### config.mk
export PLATFORM = sky130hd
export DESIGN_NAME = keypad_operand_loader
export DESIGN_NICKNAME = d
export VERILOG_FILES = /design/src/rtl/keypad_operand_loader_pkg.sv /design/src/rtl/keypad_operand_loader_debounce.sv /design/src/rtl/keypad_operand_loader.sv
export SDC_FILE = /design/constraint.sdc
export NUM_CORES = 1
export LEC_CHECK = 0
export BUFFER_PORTS_ARGS = -buffer_cell sky130_fd_sc_hd__clkbuf_2
export CAP_MARGIN = 15
export CORE_MARGIN = 1.5
export CORE_UTILIZATION = 42
export CTS_CLUSTER_DIAMETER = 30
export CTS_CLUSTER_SIZE = 10
export DETAILED_ROUTE_END_ITERATION = 10
export PLACE_DENSITY = 0.61
export SLEW_MARGIN = 0
export SYNTH_ARGS = -nofsm -noshare
export SYNTH_HDL_FRONTEND = slang
export SYNTH_HIERARCHICAL = 1
export SYNTH_SLANG_ARGS = --single-unit
export TNS_END_PERCENT = 1
### constraint.sdc
create_clock -name clk -period 6.7 [get_ports clk]
set_input_delay 0 -clock clk [delete_from_list [all_inputs] [get_ports clk]]
set_output_delay 0 -clock clk [all_outputs]
set_load 0.01 [all_outputs]
### src/rtl/keypad_operand_loader_pkg.sv
// Shared types and constants for the keypad operand loader.
// Operands are four hex digits wide, so one operand fills a 16-bit half-precision word.
package keypad_operand_loader_pkg;

  localparam int unsigned OPERAND_WIDTH      = 16;
  localparam int unsigned DIGIT_WIDTH        = 4;
  localparam int unsigned DIGITS_PER_OPERAND = 4;

  typedef enum logic [1:0] {
    StLoadA = 2'd0,
    StLoadB = 2'd1,
    StIssue = 2'd2
  } state_e;

endpackage

### src/rtl/keypad_operand_loader_debounce.sv
// Key debouncer: emits one press_event per accepted press and re-arms only after an
// accepted release. Both the press and the release must be stable for DB_CYCLES cycles.
module key_debounce #(
  parameter int unsigned DB_CYCLES = 50000
) (
  input  logic clk,
  input  logic rst,
  input  logic key_hit,
  output logic press_event
);

  localparam logic [15:0] DbLimit = 16'(DB_CYCLES);

  logic        level_q, level_d;
  logic [15:0] cnt_q, cnt_d;
  logic        pressed_q, pressed_d;
  logic [15:0] run_len;

  // run_len counts this cycle too, so the event fires on the DB_CYCLES-th high sample.
  always_comb begin
    if (key_hit != level_q) begin
      run_len = 16'd1;
    end else if (cnt_q == 16'hFFFF) begin
      run_len = cnt_q;
    end else begin
      run_len = cnt_q + 16'd1;
    end

    level_d     = key_hit;
    cnt_d       = run_len;
    pressed_d   = pressed_q;
    press_event = 1'b0;

    if (key_hit && !pressed_q && (run_len >= DbLimit)) begin
      press_event = 1'b1;
      pressed_d   = 1'b1;
    end else if (!key_hit && pressed_q && (run_len >= DbLimit)) begin
      pressed_d = 1'b0;
    end
  end

  always_ff @(posedge clk or posedge rst) begin
    if (rst) begin
      level_q   <= 1'b0;
      cnt_q     <= 16'd0;
      pressed_q <= 1'b0;
    end else begin
      level_q   <= level_d;
      cnt_q     <= cnt_d;
      pressed_q <= pressed_d;
    end
  end

endmodule

### src/rtl/keypad_operand_loader.sv
// Collects two 4-digit hex operands from a debounced keypad and offers them to an adder
// with a valid/ready handshake.
module keypad_operand_loader
  import keypad_operand_loader_pkg::*;
#(
  parameter int unsigned DB_CYCLES = 50000
) (
  input  logic        clk,
  input  logic        rst,
  input  logic        key_hit,
  input  logic [3:0]  key_code,
  input  logic        key_clear,
  output logic [15:0] op_a,
  output logic [15:0] op_b,
  output logic        op_valid,
  input  logic        op_ready,
  output logic [15:0] entry,
  output logic [1:0]  digit_cnt,
  output logic        loading_b
);

  localparam logic [1:0] LastDigit = 2'(DIGITS_PER_OPERAND - 1);

  state_e                     state_q, state_d;
  logic [OPERAND_WIDTH-1:0]   op_a_q, op_a_d;
  logic [OPERAND_WIDTH-1:0]   op_b_q, op_b_d;
  logic [OPERAND_WIDTH-1:0]   entry_q, entry_d;
  logic [1:0]                 digit_cnt_q, digit_cnt_d;
  logic                       op_valid_q, op_valid_d;
  logic [OPERAND_WIDTH-1:0]   shifted;
  logic                       press_event;

  key_debounce #(
    .DB_CYCLES (DB_CYCLES)
  ) u_debounce (
    .clk         (clk),
    .rst         (rst),
    .key_hit     (key_hit),
    .press_event (press_event)
  );

  assign shifted = {entry_q[OPERAND_WIDTH-DIGIT_WIDTH-1:0], key_code};

  always_comb begin
    state_d     = state_q;
    op_a_d      = op_a_q;
    op_b_d      = op_b_q;
    entry_d     = entry_q;
    digit_cnt_d = digit_cnt_q;
    op_valid_d  = op_valid_q;

    unique case (state_q)
      StLoadA, StLoadB: begin
        // Clear has priority over a digit arriving in the same cycle.
        if (key_clear) begin
          entry_d     = '0;
          digit_cnt_d = '0;
          state_d     = StLoadA;
        end else if (press_event) begin
          if (digit_cnt_q == LastDigit) begin
            entry_d     = '0;
            digit_cnt_d = '0;
            if (state_q == StLoadA) begin
              op_a_d  = shifted;
              state_d = StLoadB;
            end else begin
              op_b_d     = shifted;
              op_valid_d = 1'b1;
              state_d    = StIssue;
            end
          end else begin
            entry_d     = shifted;
            digit_cnt_d = digit_cnt_q + 2'd1;
          end
        end
      end
      StIssue: begin
        if (op_valid_q && op_ready) begin
          op_valid_d = 1'b0;
          state_d    = StLoadA;
        end
      end
      default: begin
        state_d    = StLoadA;
        op_valid_d = 1'b0;
      end
    endcase
  end

  always_ff @(posedge clk or posedge rst) begin
    if (rst) begin
      state_q     <= StLoadA;
      op_a_q      <= '0;
      op_b_q      <= '0;
      entry_q     <= '0;
      digit_cnt_q <= '0;
      op_valid_q  <= 1'b0;
    end else begin
      state_q     <= state_d;
      op_a_q      <= op_a_d;
      op_b_q      <= op_b_d;
      entry_q     <= entry_d;
      digit_cnt_q <= digit_cnt_d;
      op_valid_q  <= op_valid_d;
    end
  end

  assign op_a      = op_a_q;
  assign op_b      = op_b_q;
  assign op_valid  = op_valid_q;
  assign entry     = entry_q;
  assign digit_cnt = digit_cnt_q;
  assign loading_b = (state_q == StLoadB);

endmodule

==> reports/qor.txt <==
Status: complete, no violations
Worst path bufs/invs: 1
IO buf count: 60
FP Rows: 31
Max Fclk: 246.3 MHz
Fillers: 635
CTS root buffer: clkbuf_8
Pwr Total: 848.5 µW
Reg power frac: 0.533
Most used DFF post-synth: dfrtp_1
Clk sinks: 71
Hold-fix buffers, CTS: 8
Syn Std Cell Area: 3227 µm²
Largest net degree at the start of global routing: 54
Setup CP Type: flip-flop to flip-flop
DR vias: 2,269
Final WS setup: 2.639 ns
Post-synth EDFFs: 0
Reg2reg end: op_b[0]$_DFFE_PP0P_
TritonCTS buffer count: 9
Synth top area share: 0.5506
Setup WS pre-CTS: 2.443 ns
Synth top area cells: dfrtp_1 55%, mux2_2 7.7%, mux2_4 5.1%
Clock power share: 0.399
Startpoint Class: flip-flop
Core area: 7331 µm²
Setup bufs post-CTS: 0
Hpwl dp: 4383 µm
Final Skew: 0.01321 ns
CP max FO: 10
Net Count, Synth: 285
Critical-path top delay cell: or4_1
R2R setup slack: 2.64 ns
Max stage delay on crit path: 0.59 ns
Crit path cell chain: ha_1, nand4_1, or4_1, and3_1, xnor2_1, o21bai_1, a21oi_2, nor3b_1, nand2_2, nor4_4, buf_6, mux2_2
Vias in the first global route: 2,296
Drt pass-1 iters: 4
Share of post-route cells with drive strength above 1: 0.3675
Final nets: 357
CP top delay family: simple AND/OR/NAND/NOR gates
H-tree Lvls: 3
Net Sw Frac: 0.2506
RSZ-0062 raised after global routing: false
Placed inst area: 3581 µm²
#FFs+latches synth: 71
GRT Total Usage: 0.1707
First-pass GRT wire length: 11,240 µm
DRC: 0
Count leader, synth: dfrtp_1
NetSw: 212.6 µW
Worst r2r src: u_debounce/cnt_q[0]$_DFF_PP0_
Internal power: 635.9 µW
Area grow syn2layout: 21.13%
Seq/Total Area, Yosys: 0.5506
Final worst path period share: 0.6061
Final Hold Violating Endpoints: 0
Die area: 8217 µm²
Initial antenna violation count: 0
CTS Buffer Depth: 2
Slew HR: 0.5277
Total wire length: 6573 µm
Die width: 90.65 µm
CP Depth: 12
Worst Reg-to-Reg Cells: 12
Post-synth top cells: 71 x dfrtp_1, 44 x nand2_1, 23 x o21ai_0
CP endpoint kind: flip-flop
PwrDens: 217.1 nW/µm²
Clk Latency, worst-skew pair: 0.34 ns
Critical Path RT: 6.91 ns
Syn_area_per_cell: 11.78 µm²
Top cell type by total area after synthesis: dfrtp_1
Final instance area: 3909 µm²
Worst Tran Pin Value: 0.7077 ns
Antenna diode count: 0
CTS resizes: 0
Via/cell ratio: 5.042
Routed WL per cell: 14.61 µm
Critical path arrival: 4.28 ns
Synthesis Warnings: 6
Combinational Power Share: 0.068
CTS tree: yes
Total I/O pin count: 61
Slew Viols, Final: 0
Iteration-0 DRC count of the detailed router: 165
Final setup fails: 0
Period minus WS final: 4.061 ns
Maxcap violations: 0
Clock transition at path regs: 0.08 ns
Yosys cell types: 45
Setup TNS: 0 ns
Hold Path Class: primary input to asynchronous set/reset pin
Worst VDD drop: 0.0001276 V
Die height: 90.65 µm
Mapped Cells: 274
Post-route antenna net violation count: 0
RePlAce Congestion: 0.9284
Min Hold Slack: 0.3287 ns
Total gr overflow: 0
Leakage: 0.001932 µW
Starting Density: 0.4402
FFs w/ async S/R, synth: 1.000
-- registers in the layout, summed over array words and instances (netlist names) --
signal                count
entry                    16
op_a                     16
op_b                     16
u_debounce/cnt_q         16
digit_cnt                 2
state_q                   2
op_valid                  1
u_debounce/level_q        1
u_debounce/pressed_q      1
-- stage by stage --
| step | cells | util |
|---|---|---|
| after floorplan | 274 | - |
| after CTS | 447 | 0.5264 |
| after global placement | 423 | 0.4885 |
| final | 450 | 0.5332 |
| after global routing | 450 | 0.5332 |
| after detailed placement | 423 | 0.4885 |
-- cells in the final DEF, fill, tap and decap left out, types with 2 or more instances in the layout --
cell type / n
or4_1: 3
dlygate4sd3_1: 8
buf_6: 2
nor3b_1: 2
nand4_1: 4
mux2_2: 22
a21oi_1: 4
inv_1: 6
mux2_4: 11
clkinvlp_4: 3
a21oi_2: 2
nand3_1: 3
clkbuf_2: 60
ha_1: 2
xnor2_1: 8
buf_4: 2
nand2_1: 44
nor4_4: 2
dfrtp_1: 71
and3_1: 3
clkbuf_8: 9
xor2_1: 4
or3_1: 3
nor3_1: 3
a21o_1: 2
nor4_1: 5
nor2_1: 15
o21ai_0: 23
o41a_1: 2
-- routing by layer --
metal / routed length, µm / up-vias / track usage
met5: 0 / - / 0
met4: 103 / 0 / 0.06085
met3: 399 / 12 / 0.04293
met2: 2884 / 70 / 0.2625
met1: 3186 / 1089 / 0.2335
li1: - / 1098 / -
-- logic make-up after synthesis --
| kind of cell | count (synthesis) | share of synthesized area |
|---|---|---|
| and+or+nand+nor | 94 | 0.1582 |
| DFF | 71 | 0.5506 |
| AOI/OAI and AO/OA | 42 | 0.08531 |
| muxes | 34 | 0.1311 |
| buffers and inverters | 19 | 0.03451 |
| xor gates and xnor gates | 12 | 0.03257 |
| adders and majority gates | 2 | 0.007754 |
-- tightest hold or removal path: cells and delay by family --
| kind | cells | cell delay, ns |
|---|---|---|
| buffers and inverters | 3 | 1.17 |
-- final cells by class --
type                       instances  area [µm²]  share of cell area
timing repair buffer              73       445.4              0.1140
sequential                        71        1777              0.4545
tap                               99       123.9             0.03169
clock inverter                     6       70.07             0.01793
clock buffer                      10       127.6             0.03265
multi-input combinational        184        1339              0.3425
inverter                           7       26.28            0.006722
-- how the worst max path moves through the flow --
stage | from | endpoint
final | u_debounce/cnt_q[0]$_DFF_PP0_ | op_b[0]$_DFFE_PP0P_
after CTS | u_debounce/cnt_q[0]$_DFF_PP0_ | op_b[0]$_DFFE_PP0P_
after floorplan | u_debounce/cnt_q[0]$_DFF_PP0_ | op_a[0]$_DFFE_PP0P_
after global placement | u_debounce/cnt_q[0]$_DFF_PP0_ | op_b[3]$_DFFE_PP0P_
after detailed placement | u_debounce/cnt_q[0]$_DFF_PP0_ | op_b[0]$_DFFE_PP0P_
after global routing | u_debounce/cnt_q[0]$_DFF_PP0_ | op_b[0]$_DFFE_PP0P_
-- power by group through the flow --
stage	Combinational, µW	Sequential (µW)	Clock [µW]
detailed placement	52.4	461	0
finish	57.7	452	338
CTS	56.2	452	347
global placement	52.0	461	0
floorplan	30.9	461	0
global route	65.5	454	367
Power figures use the tool's default switching activity.
